### src/rtl/reu_regs.sv
// reu_regs: C64-side register file of the Super REU, decoded at $DF00-$DF1F.
// Watches the raw cartridge bus, serves register reads and commits register
// writes, and hands DMA jobs to the engine through a start/busy/done handshake.
module reu_regs #(
    parameter int   bank_bits = 3,
    parameter logic size_flag = 1'b1
) (
    input  logic        clk,
    input  logic        reset,
    input  logic        io_n,
    input  logic [15:0] addr,
    input  logic        rw,
    input  logic [7:0]  wdata,
    output logic [7:0]  rdata,
    output logic        rdata_oe,
    input  logic        ff00_write,
    output logic        dma_start,
    input  logic        dma_busy,
    input  logic        dma_done,
    input  logic        dma_eob,
    input  logic        dma_fault,
    input  logic [15:0] wb_c64_addr,
    input  logic [23:0] wb_reu_addr,
    input  logic [15:0] wb_len,
    output logic [1:0]  cmd_type,
    output logic        fix_c64,
    output logic        fix_reu,
    output logic [15:0] c64_addr,
    output logic [23:0] reu_addr,
    output logic [15:0] xfer_len,
    output logic        irq
);

    typedef enum logic [1:0] {
        ST_IDLE  = 2'd0,
        ST_ARMED = 2'd1,
        ST_RUN   = 2'd2
    } state_t;

    // ------------------------------------------------------------------
    // Bus interface state
    // ------------------------------------------------------------------
    logic       io_s1_q, io_s2_q, io_prev_q;
    logic       active_q;
    logic       rw_q;
    logic       rd_pend_q;
    logic       rdata_oe_q;
    logic [4:0] idx_q;
    logic [4:0] wr_idx_q;
    logic [7:0] wr_data_q;
    logic [7:0] rdata_q;
    logic [7:0] rd_mux;

    logic acc_start;
    logic acc_end;
    logic wr_commit;
    logic wr_ok;
    logic cmd_wr;
    logic stat_clear;
    logic done_ev;

    // ------------------------------------------------------------------
    // Register file state
    // ------------------------------------------------------------------
    state_t state_q, state_d;
    logic   start_issue;
    logic   dma_start_q;

    logic       cmd_exec_q, cmd_exec_d;
    logic       cmd_auto_q, cmd_auto_d;
    logic       cmd_ff00dis_q, cmd_ff00dis_d;
    logic [1:0] cmd_type_q, cmd_type_d;

    logic [15:0]          c64_q, c64_d;
    logic [15:0]          reu_lo_q, reu_lo_d;
    logic [bank_bits-1:0] bank_q, bank_d;
    logic [15:0]          len_q, len_d;

    logic [15:0]          sh_c64_q, sh_c64_d;
    logic [15:0]          sh_reu_lo_q, sh_reu_lo_d;
    logic [bank_bits-1:0] sh_bank_q, sh_bank_d;
    logic [15:0]          sh_len_q, sh_len_d;

    logic ie_q, ie_d;
    logic eob_ie_q, eob_ie_d;
    logic fault_ie_q, fault_ie_d;
    logic fix_c64_q, fix_c64_d;
    logic fix_reu_q, fix_reu_d;
    logic eob_q, eob_d;
    logic fault_q, fault_d;
    logic irq_pend;
    logic irq_q;

    logic [7:0] reg6_rd;
    logic       unused_bits;

    // The strobe is asynchronous; edges are only detected after two flops.
    assign acc_start  = io_prev_q & ~io_s2_q & (addr[15:8] == 8'hDF);
    assign acc_end    = active_q & ~io_prev_q & io_s2_q;
    assign wr_commit  = acc_end & ~rw_q;
    assign done_ev    = dma_done & (state_q == ST_RUN);
    // A commit colliding with dma_done loses; the engine write-back wins.
    assign wr_ok      = wr_commit & ~dma_busy & (state_q != ST_RUN) & ~dma_done;
    assign cmd_wr     = wr_ok & (wr_idx_q == 5'd1);
    assign stat_clear = acc_end & rw_q & (idx_q == 5'd0);

    assign irq_pend = ie_q & ((eob_q & eob_ie_q) | (fault_q & fault_ie_q));

    // Register 6 keeps only the implemented bank bits; the rest read as 1.
    genvar gi;
    generate
        for (gi = 0; gi < 8; gi++) begin : g_reg6
            if (gi < bank_bits) begin : g_impl
                assign reg6_rd[gi] = bank_q[gi];
            end else begin : g_pad
                assign reg6_rd[gi] = 1'b1;
            end
        end
    endgenerate

    // Synchronize the strobe, track the access and capture read/write data.
    always_ff @(posedge clk) begin
        if (reset) begin
            io_s1_q    <= 1'b1;
            io_s2_q    <= 1'b1;
            io_prev_q  <= 1'b1;
            active_q   <= 1'b0;
            rw_q       <= 1'b1;
            rd_pend_q  <= 1'b0;
            rdata_oe_q <= 1'b0;
            rdata_q    <= 8'h00;
            idx_q      <= 5'd0;
            wr_idx_q   <= 5'd0;
            wr_data_q  <= 8'h00;
        end else begin
            io_s1_q   <= io_n;
            io_s2_q   <= io_s1_q;
            io_prev_q <= io_s2_q;
            rd_pend_q <= acc_start & rw;
            if (acc_start) begin
                active_q <= 1'b1;
                rw_q     <= rw;
                idx_q    <= addr[4:0];
            end else if (acc_end) begin
                active_q <= 1'b0;
            end
            if (rd_pend_q) begin
                rdata_q    <= rd_mux;
                rdata_oe_q <= 1'b1;
            end
            if (acc_end) begin
                rdata_oe_q <= 1'b0;
            end
            // Write data settles late on the C64 bus; keep the freshest sample.
            if ((acc_start & ~rw) | (active_q & ~rw_q)) begin
                wr_idx_q  <= addr[4:0];
                wr_data_q <= wdata;
            end
        end
    end

    // Read multiplexer over the latched register index.
    always_comb begin
        rd_mux = 8'hFF;
        case (idx_q)
            5'd0:    rd_mux = {irq_pend, eob_q, fault_q, size_flag, 4'b0000};
            5'd1:    rd_mux = {cmd_exec_q, 1'b0, cmd_auto_q, cmd_ff00dis_q, 2'b00, cmd_type_q};
            5'd2:    rd_mux = c64_q[7:0];
            5'd3:    rd_mux = c64_q[15:8];
            5'd4:    rd_mux = reu_lo_q[7:0];
            5'd5:    rd_mux = reu_lo_q[15:8];
            5'd6:    rd_mux = reg6_rd;
            5'd7:    rd_mux = len_q[7:0];
            5'd8:    rd_mux = len_q[15:8];
            5'd9:    rd_mux = {ie_q, eob_ie_q, fault_ie_q, 5'b11111};
            5'd10:   rd_mux = {fix_c64_q, fix_reu_q, 6'b111111};
            default: rd_mux = 8'hFF;
        endcase
    end

    // Transfer sequencing: next state and start request.
    always_comb begin
        state_d     = state_q;
        start_issue = 1'b0;
        case (state_q)
            ST_IDLE: begin
                if (cmd_wr && wr_data_q[7]) begin
                    if (wr_data_q[4]) begin
                        start_issue = 1'b1;
                        state_d     = ST_RUN;
                    end else begin
                        state_d = ST_ARMED;
                    end
                end
            end
            ST_ARMED: begin
                if (ff00_write) begin
                    start_issue = 1'b1;
                    state_d     = ST_RUN;
                end else if (cmd_wr && !wr_data_q[7]) begin
                    state_d = ST_IDLE;
                end
            end
            ST_RUN: begin
                if (dma_done) begin
                    state_d = ST_IDLE;
                end
            end
            default: state_d = ST_IDLE;
        endcase
    end

    // Register file next state: CPU writes, start handshake and DMA write-back.
    always_comb begin
        cmd_exec_d    = cmd_exec_q;
        cmd_auto_d    = cmd_auto_q;
        cmd_ff00dis_d = cmd_ff00dis_q;
        cmd_type_d    = cmd_type_q;
        c64_d         = c64_q;
        reu_lo_d      = reu_lo_q;
        bank_d        = bank_q;
        len_d         = len_q;
        sh_c64_d      = sh_c64_q;
        sh_reu_lo_d   = sh_reu_lo_q;
        sh_bank_d     = sh_bank_q;
        sh_len_d      = sh_len_q;
        ie_d          = ie_q;
        eob_ie_d      = eob_ie_q;
        fault_ie_d    = fault_ie_q;
        fix_c64_d     = fix_c64_q;
        fix_reu_d     = fix_reu_q;

        if (wr_ok) begin
            case (wr_idx_q)
                5'd1: begin
                    cmd_exec_d    = wr_data_q[7];
                    cmd_auto_d    = wr_data_q[5];
                    cmd_ff00dis_d = wr_data_q[4];
                    cmd_type_d    = wr_data_q[1:0];
                end
                5'd2: begin
                    c64_d[7:0]    = wr_data_q;
                    sh_c64_d[7:0] = wr_data_q;
                end
                5'd3: begin
                    c64_d[15:8]    = wr_data_q;
                    sh_c64_d[15:8] = wr_data_q;
                end
                5'd4: begin
                    reu_lo_d[7:0]    = wr_data_q;
                    sh_reu_lo_d[7:0] = wr_data_q;
                end
                5'd5: begin
                    reu_lo_d[15:8]    = wr_data_q;
                    sh_reu_lo_d[15:8] = wr_data_q;
                end
                5'd6: begin
                    bank_d    = wr_data_q[bank_bits-1:0];
                    sh_bank_d = wr_data_q[bank_bits-1:0];
                end
                5'd7: begin
                    len_d[7:0]    = wr_data_q;
                    sh_len_d[7:0] = wr_data_q;
                end
                5'd8: begin
                    len_d[15:8]    = wr_data_q;
                    sh_len_d[15:8] = wr_data_q;
                end
                5'd9: begin
                    ie_d       = wr_data_q[7];
                    eob_ie_d   = wr_data_q[6];
                    fault_ie_d = wr_data_q[5];
                end
                5'd10: begin
                    fix_c64_d = wr_data_q[7];
                    fix_reu_d = wr_data_q[6];
                end
                default: ;
            endcase
        end

        // Execute is self-clearing once the engine has been told to go.
        if (start_issue) begin
            cmd_exec_d = 1'b0;
        end

        if (done_ev) begin
            if (cmd_auto_q) begin
                c64_d    = sh_c64_q;
                reu_lo_d = sh_reu_lo_q;
                bank_d   = sh_bank_q;
                len_d    = sh_len_q;
            end else begin
                c64_d    = wb_c64_addr;
                reu_lo_d = wb_reu_addr[15:0];
                bank_d   = wb_reu_addr[16 +: bank_bits];
                len_d    = wb_len;
            end
        end

        // New completion flags survive a simultaneous status-read clear.
        eob_d   = (stat_clear ? 1'b0 : eob_q)   | (done_ev & dma_eob);
        fault_d = (stat_clear ? 1'b0 : fault_q) | (done_ev & dma_fault);
    end

    // State and register file flops.
    always_ff @(posedge clk) begin
        if (reset) begin
            state_q       <= ST_IDLE;
            dma_start_q   <= 1'b0;
            cmd_exec_q    <= 1'b0;
            cmd_auto_q    <= 1'b0;
            cmd_ff00dis_q <= 1'b1;
            cmd_type_q    <= 2'b00;
            c64_q         <= 16'h0000;
            reu_lo_q      <= 16'h0000;
            bank_q        <= '0;
            len_q         <= 16'hFFFF;
            sh_c64_q      <= 16'h0000;
            sh_reu_lo_q   <= 16'h0000;
            sh_bank_q     <= '0;
            sh_len_q      <= 16'hFFFF;
            ie_q          <= 1'b0;
            eob_ie_q      <= 1'b0;
            fault_ie_q    <= 1'b0;
            fix_c64_q     <= 1'b0;
            fix_reu_q     <= 1'b0;
            eob_q         <= 1'b0;
            fault_q       <= 1'b0;
            irq_q         <= 1'b0;
        end else begin
            state_q       <= state_d;
            dma_start_q   <= start_issue;
            cmd_exec_q    <= cmd_exec_d;
            cmd_auto_q    <= cmd_auto_d;
            cmd_ff00dis_q <= cmd_ff00dis_d;
            cmd_type_q    <= cmd_type_d;
            c64_q         <= c64_d;
            reu_lo_q      <= reu_lo_d;
            bank_q        <= bank_d;
            len_q         <= len_d;
            sh_c64_q      <= sh_c64_d;
            sh_reu_lo_q   <= sh_reu_lo_d;
            sh_bank_q     <= sh_bank_d;
            sh_len_q      <= sh_len_d;
            ie_q          <= ie_d;
            eob_ie_q      <= eob_ie_d;
            fault_ie_q    <= fault_ie_d;
            fix_c64_q     <= fix_c64_d;
            fix_reu_q     <= fix_reu_d;
            eob_q         <= eob_d;
            fault_q       <= fault_d;
            irq_q         <= irq_pend;
        end
    end

    assign rdata     = rdata_q;
    assign rdata_oe  = rdata_oe_q;
    assign dma_start = dma_start_q;
    assign cmd_type  = cmd_type_q;
    assign fix_c64   = fix_c64_q;
    assign fix_reu   = fix_reu_q;
    assign c64_addr  = c64_q;
    assign reu_addr  = {reg6_rd, reu_lo_q};
    assign xfer_len  = len_q;
    assign irq       = irq_q;

    // Address bits 7:5 are don't-care (mirroring); upper write-back bank bits
    // beyond the implemented ones are dropped.
    assign unused_bits = ^{addr[7:5], wb_reu_addr[23:16], wr_data_q};

endmodule

### config.mk
export PLATFORM = sky130hd
export DESIGN_NAME = reu_regs
export DESIGN_NICKNAME = d
export VERILOG_FILES = /design/src/rtl/reu_regs.sv
export SDC_FILE = /design/constraint.sdc
export NUM_CORES = 1
export LEC_CHECK = 0
export ABC_AREA = 1
export CAP_MARGIN = 20
export CORE_ASPECT_RATIO = 0.6
export CORE_MARGIN = 10
export CORE_UTILIZATION = 50
export DETAILED_ROUTE_END_ITERATION = 12
export HOLD_SLACK_MARGIN = 0.03
export PLACE_DENSITY = 0.8
export SYNTH_ARGS = -nofsm -noshare
export SYNTH_HDL_FRONTEND = slang
export SYNTH_SLANG_ARGS = --single-unit
### constraint.sdc
create_clock -name clk -period 4 [get_ports clk]
set_input_delay 0.4 -clock clk [delete_from_list [all_inputs] [get_ports clk]]
set_output_delay 0.4 -clock clk [all_outputs]
set_load 0.02 [all_outputs]
After elaboration in Yosys (flattened, before gate mapping)
Index checks and enable logic that the tools add are counted.

Add/subtract/negate cells: 0. Multipliers: 0. Div/mod/pow operators: 0. $lt $le $gt $ge: 0. Eq/ne operators: 27. Shifts and indexed selects: 0. Multiplexer cells: 34. Bitwise logic cells: 30. Reduce and logical (&&, ||, !) cells: 34.

Operators with widths (number): $mux W16 (9); $pmux W8 S11 (1); $mux W8 (6); $eq A5 B3 Y1 const B (8); $reduce_and A2 Y1 (17); $eq A5 B4 Y1 const B (6); $and A1 B1 Y1 (20); $eq A5 B2 Y1 const B (4); $reduce_bool A2 Y1 (9); $mux W3 (4); $eq A5 B1 Y1 const B (2); $mux W2 (5); $eq A8 B8 Y1 const B (1); $mux W1 (7); $ne A2 B2 Y1 const B (3); $not A1 Y1 (6); $pmux W2 S3 (1); $logic_not A5 Y1 (1); $or A1 B1 Y1 (4); $reduce_or A2 Y1 (2); $ne A3 B3 Y1 const B (1); $reduce_and A3 Y1 (1); $eq A2 B1 Y1 const B (1); $eq A2 B2 Y1 const B (1); 4 further kinds (5).

Register bits: 151. Bits in latches: 0. Bits in writable memories: 0. ROM bits: 0. Output and inout bits: 71. Memories: 0.

Logic depth before layout (Yosys ltp)
Word-level depth: 12. Depth in mapped cells: 10. Mapped depth without buffers: 10.

Worst setup path before layout
No wires, ideal clock.

Kind: input to register. Start: in dma_busy. End: reg sh_c64_q[15]. Data arrival time: 1327 ps. Required time: 3881 ps. Path slack: 2554 ps. Stages on the path: 8. Buffers on the path: 2. Path through: nor2_1 -> nand2_2 -> nor2_8 -> buf_8 -> nand3_4 -> buf_2 -> o21ai_1 -> a21oi_1.

Word-level cells in the longest chain between the ends: 5.

Ends and longest elaborated chain: start: declaration (RTL line 18) `input logic dma_busy,`; $not A1 Y1 (RTL line 103) `assign wr_ok = wr_commit & ~dma_busy & (state_q != ST_RUN) & ~dma_done;`; $and A1 B1 Y1 (3 in series) (RTL line 103); $reduce_and A2 Y1 (no source line); end signal: assignment (RTL line 319) `sh_c64_q <= 16'h0000;`; end signal: assignment (RTL line 342) `sh_c64_q <= sh_c64_d;`; end: declaration (RTL line 79) `logic [15:0] sh_c64_q, sh_c64_d;`.

No other way between the ends. A chain may end at the register's enable or synchronous reset.

Worst setup path in the final report
Start: reg cmd_auto_q. End: reg reu_lo_q[4].

Word-level cells in the longest chain between the ends: 2.

Ends and longest elaborated chain: start: declaration (RTL line 70) `logic cmd_auto_q, cmd_auto_d;`; start signal: assignment (RTL line 335) `cmd_auto_q <= cmd_auto_d;`; $mux W16 (RTL line 288) `if (cmd_auto_q) begin`; $mux W16 (RTL line 287) `if (done_ev) begin`; end signal: assignment (RTL line 339) `reu_lo_q <= reu_lo_d;`; end: declaration (RTL line 75) `logic [15:0] reu_lo_q, reu_lo_d;`.

No other way between the ends.

==> impl_metrics.env <==
export IMPL_htree_levels=4
export IMPL_cts_made_buffers=17
export IMPL_die_area_um2=19300
export IMPL_internal_power_mw=2.67
export IMPL_drc=0
export IMPL_leakagePower_nw=3.82
export IMPL_cp_slowest_cell="dfxtp_2"
export IMPL_status="finished, final reports clean"
export IMPL_p_switching_mw=0.680
export IMPL_core_area_um2=13700
export IMPL_power_density_nw_per_um2=368
export IMPL_clk_path_buf_depth=2
export IMPL_p_seq_frac=0.450
export IMPL_maxCapViolations=0
export IMPL_syn2layout_area_growth_pct=29.9
export IMPL_cts_hold_buf=0
export IMPL_endpoint_kind="register"
export IMPL_first_pass_iters=5
export IMPL_timing_fmax_mhz=430
export IMPL_critPathMaxStageDelay_ns=0.85
export IMPL_rsz0062_at_grt="no"
export IMPL_utilization=0.665
export IMPL_die_h_um=112
export IMPL_hpwl_um=17900
export IMPL_slew_viol_final=0
export IMPL_cts_clk_slew_worst_paths_ns=0.06
export IMPL_pwr_share_comb=0.045
export IMPL_hold_class="register to register"
export IMPL_finalHoldViolations=0
export IMPL_grt_use_total=0.244
export IMPL_fin_tns_setup_ns=0
export IMPL_pin_count=160
export IMPL_yosys_area_top_type="dfxtp_1"
export IMPL_drtIter0Drc=943
export IMPL_cp_max_fo=45
export IMPL_synth_area_top_cells="dfxtp_1 (43%), nand2_1 (13%), nor2_1 (8.0%)"
export IMPL_syn_cell_area_um2=7000
export IMPL_critPathLaunchType="register"
export IMPL_async_reset_ff_frac=0
export IMPL_post_route_period_util=0.582
export IMPL_arrival_ns=2.67
export IMPL_cts_root_buf="clkbuf_16"
export IMPL_yosysSeqAreaShare=0.432
export IMPL_period_needed_ns=2.33
export IMPL_insertion_delay_ns=0.42
export IMPL_worst_pin_slew_ns=0.831
export IMPL_fin_nets=1233
export IMPL_drt_wl_total_um=24500
export IMPL_ys_warn_count=0
export IMPL_dr_total_vias=7318
export IMPL_portBuffers=146
export IMPL_die_w_um=173
export IMPL_crit_chain="buf_4, nor2_1, a211oi_1, o21ai_0, a21oi_1"
export IMPL_synth_edf_count=0
export IMPL_cts_resized=0
export IMPL_cts_setup_buffers=0
export IMPL_grt_max_degree=77
export IMPL_drive_gt1_frac=0.0589
export IMPL_route_antenna_remaining_nets=0
export IMPL_crit_type="register to register"
export IMPL_grt_pass1_wl_um=37600
export IMPL_grt_antenna_before_repair=0
export IMPL_clkSinkCount=151
export IMPL_ys_seq_elements=151
export IMPL_syn_inst=1028
export IMPL_wire_per_inst_um=18.2
export IMPL_p_sw_frac=0.203
export IMPL_gp_congestion=0.944
export IMPL_cts_tree="yes"
export IMPL_max_slew_margin=0.446
export IMPL_fillerInstances=1190
export IMPL_cp_required_ns=4.34
export IMPL_syn_area_per_cell_um2=6.81
export IMPL_vdd_ir_drop_max_v=0.000279
export IMPL_start_util=0.512
export IMPL_synth_most_common_cell="nand2_1"
export IMPL_ys_top_cells_by_count="nand2_1 (243), dfxtp_1 (151), nor2_1 (150), a21oi_1 (105), inv_1 (88)"
export IMPL_grt_pass1_vias=6692
export IMPL_grt_overflow=0
export IMPL_antenna_cells=0
export IMPL_synth_ff_type="dfxtp_1"
export IMPL_yosys_area_top_type_share=0.432
export IMPL_setup_viol=0
export IMPL_clkPwrFrac=0.506
export IMPL_via_per_inst=5.44
export IMPL_fin_skew_ns=0.00715
export IMPL_synthDistinctLibCells=32
export IMPL_row_count=33
==> per-stage QoR <==
| stage | hold slack, ns | cells | cell area (µm²) | setup WS (ns) | total power [mW] |
|---|---|---|---|---|---|
| 5_1_grt | 0.452 | 1346 | 9090 | 1.55 | 3.42 |
| 3_5_place_dp | 0.403 | 1317 | 8470 | 1.51 | 1.69 |
| 3_3_place_gp | 0.400 | 1317 | 8470 | 1.60 | 1.69 |
| 4_1_cts | 0.418 | 1346 | 9090 | 1.76 | 3.34 |
| 6_report | 0.416 | 1346 | 9090 | 1.67 | 3.35 |
| 2_1_floorplan | 0.389 | 1032 | 7010 | 2.55 | 1.59 |
==> power groups by stage <==
stage / registers [mW] / logic [mW] / clock network [mW]
floorplan: 1.54 / 0.0559 / 0
global placement: 1.54 / 0.146 / 0
detailed placement: 1.54 / 0.146 / 0
CTS: 1.51 / 0.147 / 1.69
global route: 1.51 / 0.161 / 1.76
finish: 1.51 / 0.150 / 1.69
==> registers in the layout, indices dropped and copies added (netlist names), 2 cells and up <==
| name | count |
|---|---|
| c64_addr | 16 |
| reu_lo_q | 16 |
| sh_c64_q | 16 |
| sh_len_q | 16 |
| sh_reu_lo_q | 16 |
| xfer_len | 16 |
| rdata | 8 |
| wr_data_q | 8 |
| idx_q | 5 |
| wr_idx_q | 5 |
| bank_q | 3 |
| sh_bank_q | 3 |
| cmd_type | 2 |
| state_q | 2 |
==> cells in the final DEF (no fill, tap or decap), types with 2 or more instances in the layout <==
master / n
nand2_1: 243
nor2_1: 150
dfxtp_1: 150
clkdlybuf4s50_1: 145
a21oi_1: 105
inv_1: 88
o21ai_0: 77
nand3_1: 41
a211oi_1: 28
o21ai_1: 22
clkbuf_16: 17
nor3_1: 12
o211ai_1: 9
inv_2: 8
nand4_1: 6
or2_2: 5
conb_1: 5
nand2_2: 4
nand3_2: 4
clkinv_2: 4
bufinv_16: 4
buf_4: 4
nor2_2: 3
o22ai_1: 3
nand3_4: 3
clkbuf_8: 3
nand2_4: 2
a21oi_2: 2
clkinvlp_4: 2
==> per-layer routing <==
metal	track usage	vias to the layer above	wire length, µm
li1	-	3556	-
met1	0.345	3311	10900
met2	0.342	411	10100
met3	0.0854	40	3130
met4	0.0635	0	408
met5	0	-	0
==> area by class of cell <==
cell class	count	area [µm²]	share of cell area
sequential	151	3020	0.333
clock inverter	9	150	0.0165
tap	192	240	0.0264
clock buffer	20	467	0.0513
multi-input combinational	727	3360	0.369
inverter	97	365	0.0402
timing repair buffer	150	1490	0.164
==> worst paths after layout <==
| check | from | endpoint | slack [ns] | depth (start not counted) |
|---|---|---|---|---|
| worst max-delay path | cmd_auto_q$_SDFFE_PP0N_ | reu_lo_q[4]$_SDFFE_PP0P_ | 1.67 | 5 |
| worst min-delay path | io_s1_q$_SDFF_PP1_ | io_s2_q$_SDFF_PP1_ | 0.42 | 1 |
| worst max register to register | cmd_auto_q$_SDFFE_PP0N_ | reu_lo_q[4]$_SDFFE_PP0P_ | 1.67 | 5 |
| worst min register to register | io_s1_q$_SDFF_PP1_ | io_s2_q$_SDFF_PP1_ | 0.42 | 1 |
==> critical path, delay by kind of cell (launching register included) <==
family / cells / cell delay, ns
AND/OR/NAND/NOR: 1 / 0.11
flip-flops: 1 / 0.85
buffers and inverters: 1 / 0.52
AO/OA/AOI/OAI: 3 / 0.75
==> kinds of logic after synthesis <==
group,Yosys count,synth area share
buffers and inverters,154,0.0905
other,1,0.000536
flip-flops,151,0.432
AND/OR/NAND/NOR,475,0.285
AO/OA/AOI/OAI,247,0.192
Note: power is estimated with default switching activity, not from simulation.
